===== config.mk =====
export PLATFORM = sky130hd
export DESIGN_NAME = uart_tx_arbiter
export DESIGN_NICKNAME = d
export VERILOG_FILES = /design/src/rtl/uart_tx_arbiter.sv
export SDC_FILE = /design/constraint.sdc
export NUM_CORES = 1
export LEC_CHECK = 0
export ABC_AREA = 1
export BUFFER_PORTS_ARGS = -buffer_cell sky130_fd_sc_hd__buf_2
export CAP_MARGIN = 20
export CORE_MARGIN = 10
export CORE_UTILIZATION = 44
export CTS_BUF_LIST = sky130_fd_sc_hd__clkbuf_8
export CTS_CLUSTER_DIAMETER = 30
export DETAILED_ROUTE_END_ITERATION = 8
export PLACE_DENSITY_LB_ADDON = 0.08
export SETUP_SLACK_MARGIN = 0.1
export SKIP_CTS_REPAIR_TIMING = 1
export SYNTH_ARGS = -nofsm -noshare
export SYNTH_HDL_FRONTEND = slang
export SYNTH_SLANG_ARGS = --single-unit

===== constraint.sdc =====
create_clock -name clk -period 2.2 [get_ports clk]
set_clock_uncertainty 0.15 [all_clocks]
set_input_delay 0.22 -clock clk [delete_from_list [all_inputs] [get_ports clk]]
set_output_delay 0.22 -clock clk [all_outputs]
set_load 0.05 [all_outputs]

===== src/rtl/uart_tx_arbiter.sv =====
// Round-robin arbiter that shares one UART TX byte port among NUM_REQ requesters.
// A grant is held for a whole frame, or until MAX_BURST bytes, then an optional idle gap.

module uart_tx_arb_lane #(
  parameter int DATA_WIDTH = 8
) (
  input  logic                  sel,
  input  logic [DATA_WIDTH-1:0] data,
  input  logic                  tx_ready,
  output logic [DATA_WIDTH-1:0] data_out,
  output logic                  ready
);
  // Unselected lanes contribute zero, so X on idle requesters never reaches tx_data.
  assign data_out = sel ? data : '0;
  assign ready    = sel & tx_ready;
endmodule

module uart_tx_arbiter #(
  parameter  int NUM_REQ    = 4,
  parameter  int DATA_WIDTH = 8,
  parameter  int MAX_BURST  = 64,
  parameter  int GAP_CYCLES = 0,
  localparam int IDW        = (NUM_REQ > 1) ? $clog2(NUM_REQ) : 1
) (
  input  logic                          clk,
  input  logic                          rst_n,
  input  logic [NUM_REQ*DATA_WIDTH-1:0] req_data,
  input  logic [NUM_REQ-1:0]            req_valid,
  input  logic [NUM_REQ-1:0]            req_last,
  output logic [NUM_REQ-1:0]            req_ready,
  output logic [DATA_WIDTH-1:0]         tx_data,
  output logic                          tx_valid,
  input  logic                          tx_ready,
  output logic [IDW-1:0]                grant_id,
  output logic                          busy
);
  localparam int BCW = ($clog2(MAX_BURST + 1) > 1) ? $clog2(MAX_BURST + 1) : 1;
  localparam int GCW = ($clog2(GAP_CYCLES + 1) > 1) ? $clog2(GAP_CYCLES + 1) : 1;

  typedef enum logic [1:0] {IDLE, SEND, GAP} state_t;

  state_t         state;
  logic [IDW-1:0] last_grant;
  logic [BCW-1:0] byte_cnt;
  logic [GCW-1:0] gap_cnt;
  logic [IDW-1:0] pick;
  logic           g_valid, g_last, xfer, burst_hit, rel;

  logic [NUM_REQ-1:0][DATA_WIDTH-1:0] lane_data;

  for (genvar i = 0; i < NUM_REQ; i++) begin : g_lane
    uart_tx_arb_lane #(.DATA_WIDTH(DATA_WIDTH)) u_lane (
      .sel      (state == SEND && grant_id == IDW'(i)),
      .data     (req_data[i*DATA_WIDTH +: DATA_WIDTH]),
      .tx_ready (tx_ready),
      .data_out (lane_data[i]),
      .ready    (req_ready[i])
    );
  end

  always_comb begin
    tx_data = '0;
    for (int i = 0; i < NUM_REQ; i++) tx_data |= lane_data[i];
  end

  // Scan from last_grant+1 upward with wrap; first requester found wins.
  always_comb begin
    logic           found;
    logic [IDW-1:0] cand;
    found = 1'b0;
    pick  = last_grant;
    cand  = '0;
    for (int k = 1; k <= NUM_REQ; k++) begin
      cand = IDW'((int'(last_grant) + k) % NUM_REQ);
      if (!found && req_valid[cand]) begin
        found = 1'b1;
        pick  = cand;
      end
    end
  end

  assign g_valid   = req_valid[grant_id];
  assign g_last    = req_last[grant_id];
  assign tx_valid  = (state == SEND) && g_valid;
  assign xfer      = tx_valid && tx_ready;
  assign burst_hit = (MAX_BURST != 0) && (int'(byte_cnt) + 1 == MAX_BURST);
  assign rel       = xfer && (g_last || burst_hit);
  assign busy      = (state != IDLE);

  always_ff @(posedge clk or negedge rst_n) begin
    if (!rst_n) begin
      state      <= IDLE;
      grant_id   <= '0;
      last_grant <= IDW'(NUM_REQ - 1);
      byte_cnt   <= '0;
      gap_cnt    <= '0;
    end else begin
      case (state)
        IDLE: if (|req_valid) begin
          grant_id <= pick;
          state    <= SEND;
        end
        SEND: if (rel) begin
          last_grant <= grant_id;
          byte_cnt   <= '0;
          gap_cnt    <= '0;
          state      <= (GAP_CYCLES > 0) ? GAP : IDLE;
        end else if (xfer) begin
          byte_cnt <= byte_cnt + 1'b1;
        end
        GAP: if (int'(gap_cnt) + 1 >= GAP_CYCLES) begin
          gap_cnt <= '0;
          state   <= IDLE;
        end else begin
          gap_cnt <= gap_cnt + 1'b1;
        end
        default: state <= IDLE;
      endcase
    end
  end
endmodule

==> flow_summary.yaml, run 1 <==
floorplanning:
  core_mm2: 0.00276
  rows: 19
  die_y_um: 73.9
  io_pins: 59
  dieArea_mm2: 0.00546
  initial_core_util_pct: 46.3
  die_x_um: 73.9
power:
  power_per_cell_area_mw_per_mm2: 1480
  ir_worst_vdd_uv: 1110
  leakagePower_nw: 0.892
  totalPowerFinal_w: 0.00242
drt:
  drtIter0Drc: 104
  ant_nets: 0
  drc_errors: 0
  first_pass_iters: 4
  vias: 1517
  drt-vias-per-instance: 5.01
  wl_mm: 3.86
  routedWlPerCell_um: 12.7
final_layout:
  area_growth_syn_to_layout_pct: 28.5
  final_nets: 317
  antennaDiodeCount: 0
  postLayoutCoreUtil_pct: 59.5
  layoutNonFillerInstCount: 303
  drive_above_1_share_pct: 30.9
hold_path:
  hold_path.class: "in -> reg"
  min_path_cells: 3
  holdPathEnd: "state[0]"
  min_from: "req_valid[3]"
global_routing:
  overflow: 0
  grt_first_pass_wirelength_mm: 6.31
  grt_pass1_vias: 1422
  grt_max_degree: 13
  antenna_found_initial: 0
  grt.total_usage_pct: 14.1
synth:
  synthCells: 216
  ys_ff_latch: 12
  syn_nets: 260
  netlist_area_mm2: 0.00128
  avgSynthCellArea_um2: 5.91
  seq_area_frac_synth_pct: 23.7
  synth_warnings: 0
  ys_types: 26
timing:
  finalSetupTns_ns: 0
  hold_viol: 0
  setup_viol_count_final: 0
  post-route-min-period_ns: 1.95
  tightest_slew_ns: 0.391
  fin_crit_sh_pct: 88.8
  drv_slew: 0
  rsz0062_at_grt: "no"
  max_freq_mhz: 512
  max_slew_margin_pct: 73.7
  layout_setup_ws_ns: 0.247
worst_setup_path:
  cp.arrival_ns: 1.58
  startpoint_type: "flip-flop"
  critPathKind: "reg -> out"
  crit_start: "grant_id[0]"
  reg2reg_depth: 8
  reg2reg_slack_ns: 0.32
  crit_path_max_fanout: 8
  crit_required_ns: 1.83
  r2r-end: "byte_cnt[4]"
  rr_startpoint: "byte_cnt[0]"
  endpoint_kind: "output port"
clock_network:
  root_buffer: "clkbuf_8"
  cts_buffer_depth: 2
  cts.sink_count: 12
  clk_pin_slew_ns: 0.05
  worstSkewPairLatency_ns: 0.24
  htreeDepth: 1
  cts_made_buffers: 3
  cts_tree: "done"
status:
  run_status: "completed"
placed_design:
  io_buffers: 58
  place_inst: 298
  gp_congestion: 0.855
  pre_cts_slack_ns: 0.207
  dp_hpwl_mm: 3.23
run:
  maxCapViolations: 0
how the worst max path moves through the flow:
stage               slack (ns)         end  cells past startpoint
floorplan                  0.1  tx_data[5]                      4
CTS                      -0.06  tx_data[2]                      6
global placement          0.23  tx_data[1]                      6
detailed placement        0.21  tx_data[2]                      6
finish                    0.25  tx_data[4]                      6
global route              0.11  tx_data[5]                      6
power breakdown:
| group | total [W] | leakage (nW) | internal (W) | switching [W] |
|---|---|---|---|---|
| sequential | 0.000447 | 0.149 | 0.000304 | 0.000143 |
| clock | 0.000201 | 0.0269 | 0.000123 | 0.0000783 |
| combinational | 0.00177 | 0.716 | 0.000488 | 0.00128 |
| total | 0.00242 | 0.892 | 0.000915 | 0.00151 |
synth_stat cells, drive strengths merged:
library cell / count / area (µm²)
nor3: 6 / 30.0
a21oi: 5 / 25.0
a22oi: 1 / 7.51
dfrtp: 10 / 250
o21bai: 1 / 7.51
nand2: 112 / 453
dfstp: 2 / 52.6
o21ai: 2 / 10.0
nor4: 1 / 6.26
buf: 8 / 71.3
ha: 1 / 12.5
nand3: 20 / 113
inv: 17 / 73.8
xor2: 1 / 8.76
nand4: 15 / 93.8
nor2: 14 / 62.6
per-stage QoR:
step / hold WS [ns] / cell area [µm²]
global route: 0.223 / 1640
detailed placement: -0.0420 / 1550
finish: 0.181 / 1640
floorplan: -0.226 / 1280
global placement: -0.0427 / 1550
CTS: -0.300 / 1590
state kept, by name (all words and copies together) (netlist names):
register    cells
byte_cnt        7
last_grant      2
state           1
grant_id        2
cells by family after synthesis:
logic type / synth area share, %
AO/OA/AOI/OAI: 3.92
XOR/XNOR: 0.686
adder cells (fa/ha/maj): 0.979
buffers and inverters: 11.4
flip-flops: 23.7
AND/OR/NAND/NOR: 59.4
area by class of cell:
class / instances / area, µm²
tap: 31 / 38.8
multi-input combinational: 179 / 860
timing repair buffer: 60 / 320
inverter: 17 / 73.8
fill: 283 / 1120
clock inverter: 1 / 3.75
sequential: 12 / 304
clock buffer: 3 / 41.3
critical path, cell delays in order, from the launching register on:
cell     delay (ns)
dfrtp_1        0.48
inv_6          0.12
nand2_1        0.10
nor2_4         0.21
nand2_1        0.08
nand4_1        0.09
buf_2          0.26
cells in the final DEF (no fill, tap or decap), types with 5 or more instances in the layout:
master / Yosys / final
a21oi_1: 5 / 5
buf_2: 0 / 53
clkbuf_4: 0 / 5
dfrtp_1: 10 / 9
inv_1: 13 / 13
nand2_1: 105 / 105
nand3_1: 19 / 19
nand4_1: 15 / 15
nor2_1: 12 / 8
nor2_4: 1 / 5
nor3_1: 6 / 6
per-layer routing:
layer,part of all wire [%],up-vias,GRT usage [%],wire [µm]
li1,-,810,-,-
met1,44,656,18.0,1710
met2,46,49,20.9,1770
met3,9.5,2,7.27,367
met4,0.26,0,1.86,10
met5,0,-,0,0
Note: power is estimated with default switching activity, not from simulation.
==> run 2, diff against run 1 <==
--- a/config.mk
+++ b/config.mk
@@ -18,4 +18,5 @@
 export SKIP_CTS_REPAIR_TIMING = 1
 export SYNTH_ARGS = -nofsm -noshare
 export SYNTH_HDL_FRONTEND = slang
+export SYNTH_HIERARCHICAL = 1
 export SYNTH_SLANG_ARGS = --single-unit
==> flow_summary.yaml, run 2 <==
synth:
  synth_top_area_cell: "nand2_1"
  synth_top_area_share_pct: 30.2
  synth_common_cells: "114 x nand2_1, 51 x inv_1, 11 x nand3_1, 10 x dfrtp_1, 10 x nor2_1"
  syn_nets: 297
  avgSynthCellArea_um2: 5.60
  synth.area.top_cells: "nand2_1 30%, dfrtp_1 18%, inv_1 14%, buf_6 4.8%, or4_1 4.2%"
  synthCells: 253
  async_reset_ff_share_pct: 100
  ys_types: 28
  netlist_area_mm2: 0.00142
  ys_ff_latch: 12
  synth.most_common_cell: "nand2_1"
  synth_edf_count: 0
  yosys_most_used_dff: "dfrtp_1"
  synth_warnings: 6
  seq_area_frac_synth_pct: 21.4
hold_path:
  hold_path.class: "in -> async"
placed_design:
  place_inst: 352
  dp_hpwl_mm: 3.36
  gp_congestion: 0.793
  io_buffers: 58
  pre_cts_slack_ns: 0.226
power:
  combPwrFrac_pct: 78.4
  netSwitchingFraction_pct: 53.5
  switching_power_w: 0.00167
  sequentialPowerShare_pct: 13.9
  leakagePower_nw: 1.34
  p_int_w: 0.00146
  power_per_cell_area_mw_per_mm2: 1500
  pwr-share-clk_pct: 7.7
  ir_worst_vdd_uv: 666
final_layout:
  layout.cells.most_common: "nand2_1"
  drive_above_1_share_pct: 39.6
  final_cell_mix: "104 x nand2_1, 51 x buf_2, 47 x inv_1, 15 x nand2_2"
  fill_cells: 293
  area_growth_syn_to_layout_pct: 47.0
  final_nets: 371
  postLayoutCoreUtil_pct: 67.7
  layoutNonFillerInstCount: 370
  top_register: "byte_cnt"
  reg.largest.list: "byte_cnt x7, grant_id x2, last_grant x2"
  largest_reg_flops: 7
  antennaDiodeCount: 0
worst_setup_path:
  crit_required_ns: 1.83
  crit_start: "grant_id[0]"
  r2r-end: "byte_cnt[3]"
  rr_startpoint: "byte_cnt[0]"
  reg2reg_slack_ns: 0.35
  path_cells: "buf_6, nor3_4, buf_6, nand2_2, inv_2, or4_4, buf_8"
  crit_path_max_fanout: 6
  worst_path_dominant_cell_family: "simple AND/OR/NAND/NOR gates"
  endpoint_kind: "output port"
  critPathKind: "reg -> out"
  startpoint_type: "flip-flop"
  cp.arrival_ns: 1.79
  cpMostUsedCell: "buf_6"
  reg2reg_depth: 9
  slowest_delay_ns: 0.54
  cp_num_buf_inv: 4
  critPathSlowestCell: "or4_4"
status:
  run_status: "completed"
drt:
  wl_mm: 4.56
  drtIter0Drc: 120
  top_layer: "met4"
  wl_met2_mm: 2.50
  wl_met3_um: 179
  wirelength_met1_mm: 1.84
  drt-vias-per-instance: 4.69
  drc_errors: 0
  ant_nets: 0
  vias: 1734
  routedWlPerCell_um: 12.3
  first_pass_iters: 4
floorplanning:
  die_x_um: 76.8
  io_pins: 59
  die_y_um: 76.8
  rows: 20
  initial_core_util_pct: 46.1
  dieArea_mm2: 0.00589
  core_mm2: 0.00308
timing:
  tightest_slew_ns: 0.296
  fin_crit_sh_pct: 98.2
  max_freq_mhz: 463
  layout_setup_ws_ns: 0.0388
  max_slew_margin_pct: 80.3
  finalSetupTns_ns: 0
  drv_slew: 0
  setup_viol_count_final: 0
  rsz0062_at_grt: "yes"
  hold_viol: 0
  post-route-min-period_ns: 2.16
clock_network:
  cts_buffer_depth: 2
  worstSkewPairLatency_ns: 0.24
  cts.sink_count: 12
  cts_made_buffers: 3
  clk_pin_slew_ns: 0.05
  cts_tree: "done"
  htreeDepth: 1
  root_buffer: "clkbuf_8"
global_routing:
  grt_max_degree: 13
  grt.total_usage_pct: 13.3
  antenna_found_initial: 0
  grt_pass1_vias: 1542
  grt_first_pass_wirelength_mm: 6.78
  overflow: 0
run:
  maxCapViolations: 0
-- run 2: cell count changes after synthesis, moves of 3 or more --
cell,previous run,this run
a21oi_1,5,2
buf_4,5,2
buf_6,3,6
inv_1,13,51
nand2_1,105,114
nand2_4,3,0
nand3_1,19,11
nand4_1,15,5
nor3_1,6,3
or4_1,0,8
-- run 2: cell families (layout without fill, tap and decap cells) --
group                    count (synthesis)  count (layout)  share of synthesized area, %
buffers and inverters                   64             137                          21.1
AO/OA/AOI/OAI                           14              14                          7.06
adder cells (fa/ha/maj)                  1               1                         0.882
flip-flops                              12              12                          21.4
AND/OR/NAND/NOR                        162             162                          49.6
-- run 2: area by class of cell --
type	instances	area, µm²	area share (%)
clock buffers	4	55.1	2.64
inverters	55	216	10.4
multi-input cells	177	906	43.5
flip-flops and latches	12	305	14.6
well taps	44	55.1	2.64
repair buffers	78	547	26.2
-- run 2: power by group through the flow --
stage	Sequential [W]	Combinational (W)	Clock (W)
floorplan	0.000449	0.00152	0
global placement	0.000428	0.00186	0
detailed placement	0.000431	0.00187	0
CTS	0.000428	0.00188	0.000244
global route	0.000451	0.00264	0.000253
finish	0.000434	0.00246	0.000241
-- run 2: worst max path at each step --
stage               cells after the start         end
floorplan                               6  tx_data[0]
global placement                        7  tx_data[6]
detailed placement                      7  tx_data[6]
CTS                                     7  tx_data[6]
global route                            7  tx_data[7]
finish                                  7  tx_data[5]
-- run 2: metal layers --
metal  vias to the layer above  GRT usage, %
met5                         -             0
met4                         0          4.65
met3                         5          2.56
met2                        39          25.2
met1                       782          14.1
li1                        908             -
-- run 2: metrics by stage --
| step | power (W) | area (µm²) | hold WS (ns) |
|---|---|---|---|
| 2_1_floorplan | 0.00197 | 1450 | -0.226 |
| 3_3_place_gp | 0.00229 | 1750 | -0.0330 |
| 3_5_place_dp | 0.00230 | 1750 | -0.0348 |
| 4_1_cts | 0.00255 | 1800 | -0.293 |
| 5_1_grt | 0.00335 | 2080 | 0.259 |
| 6_report | 0.00313 | 2080 | 0.231 |
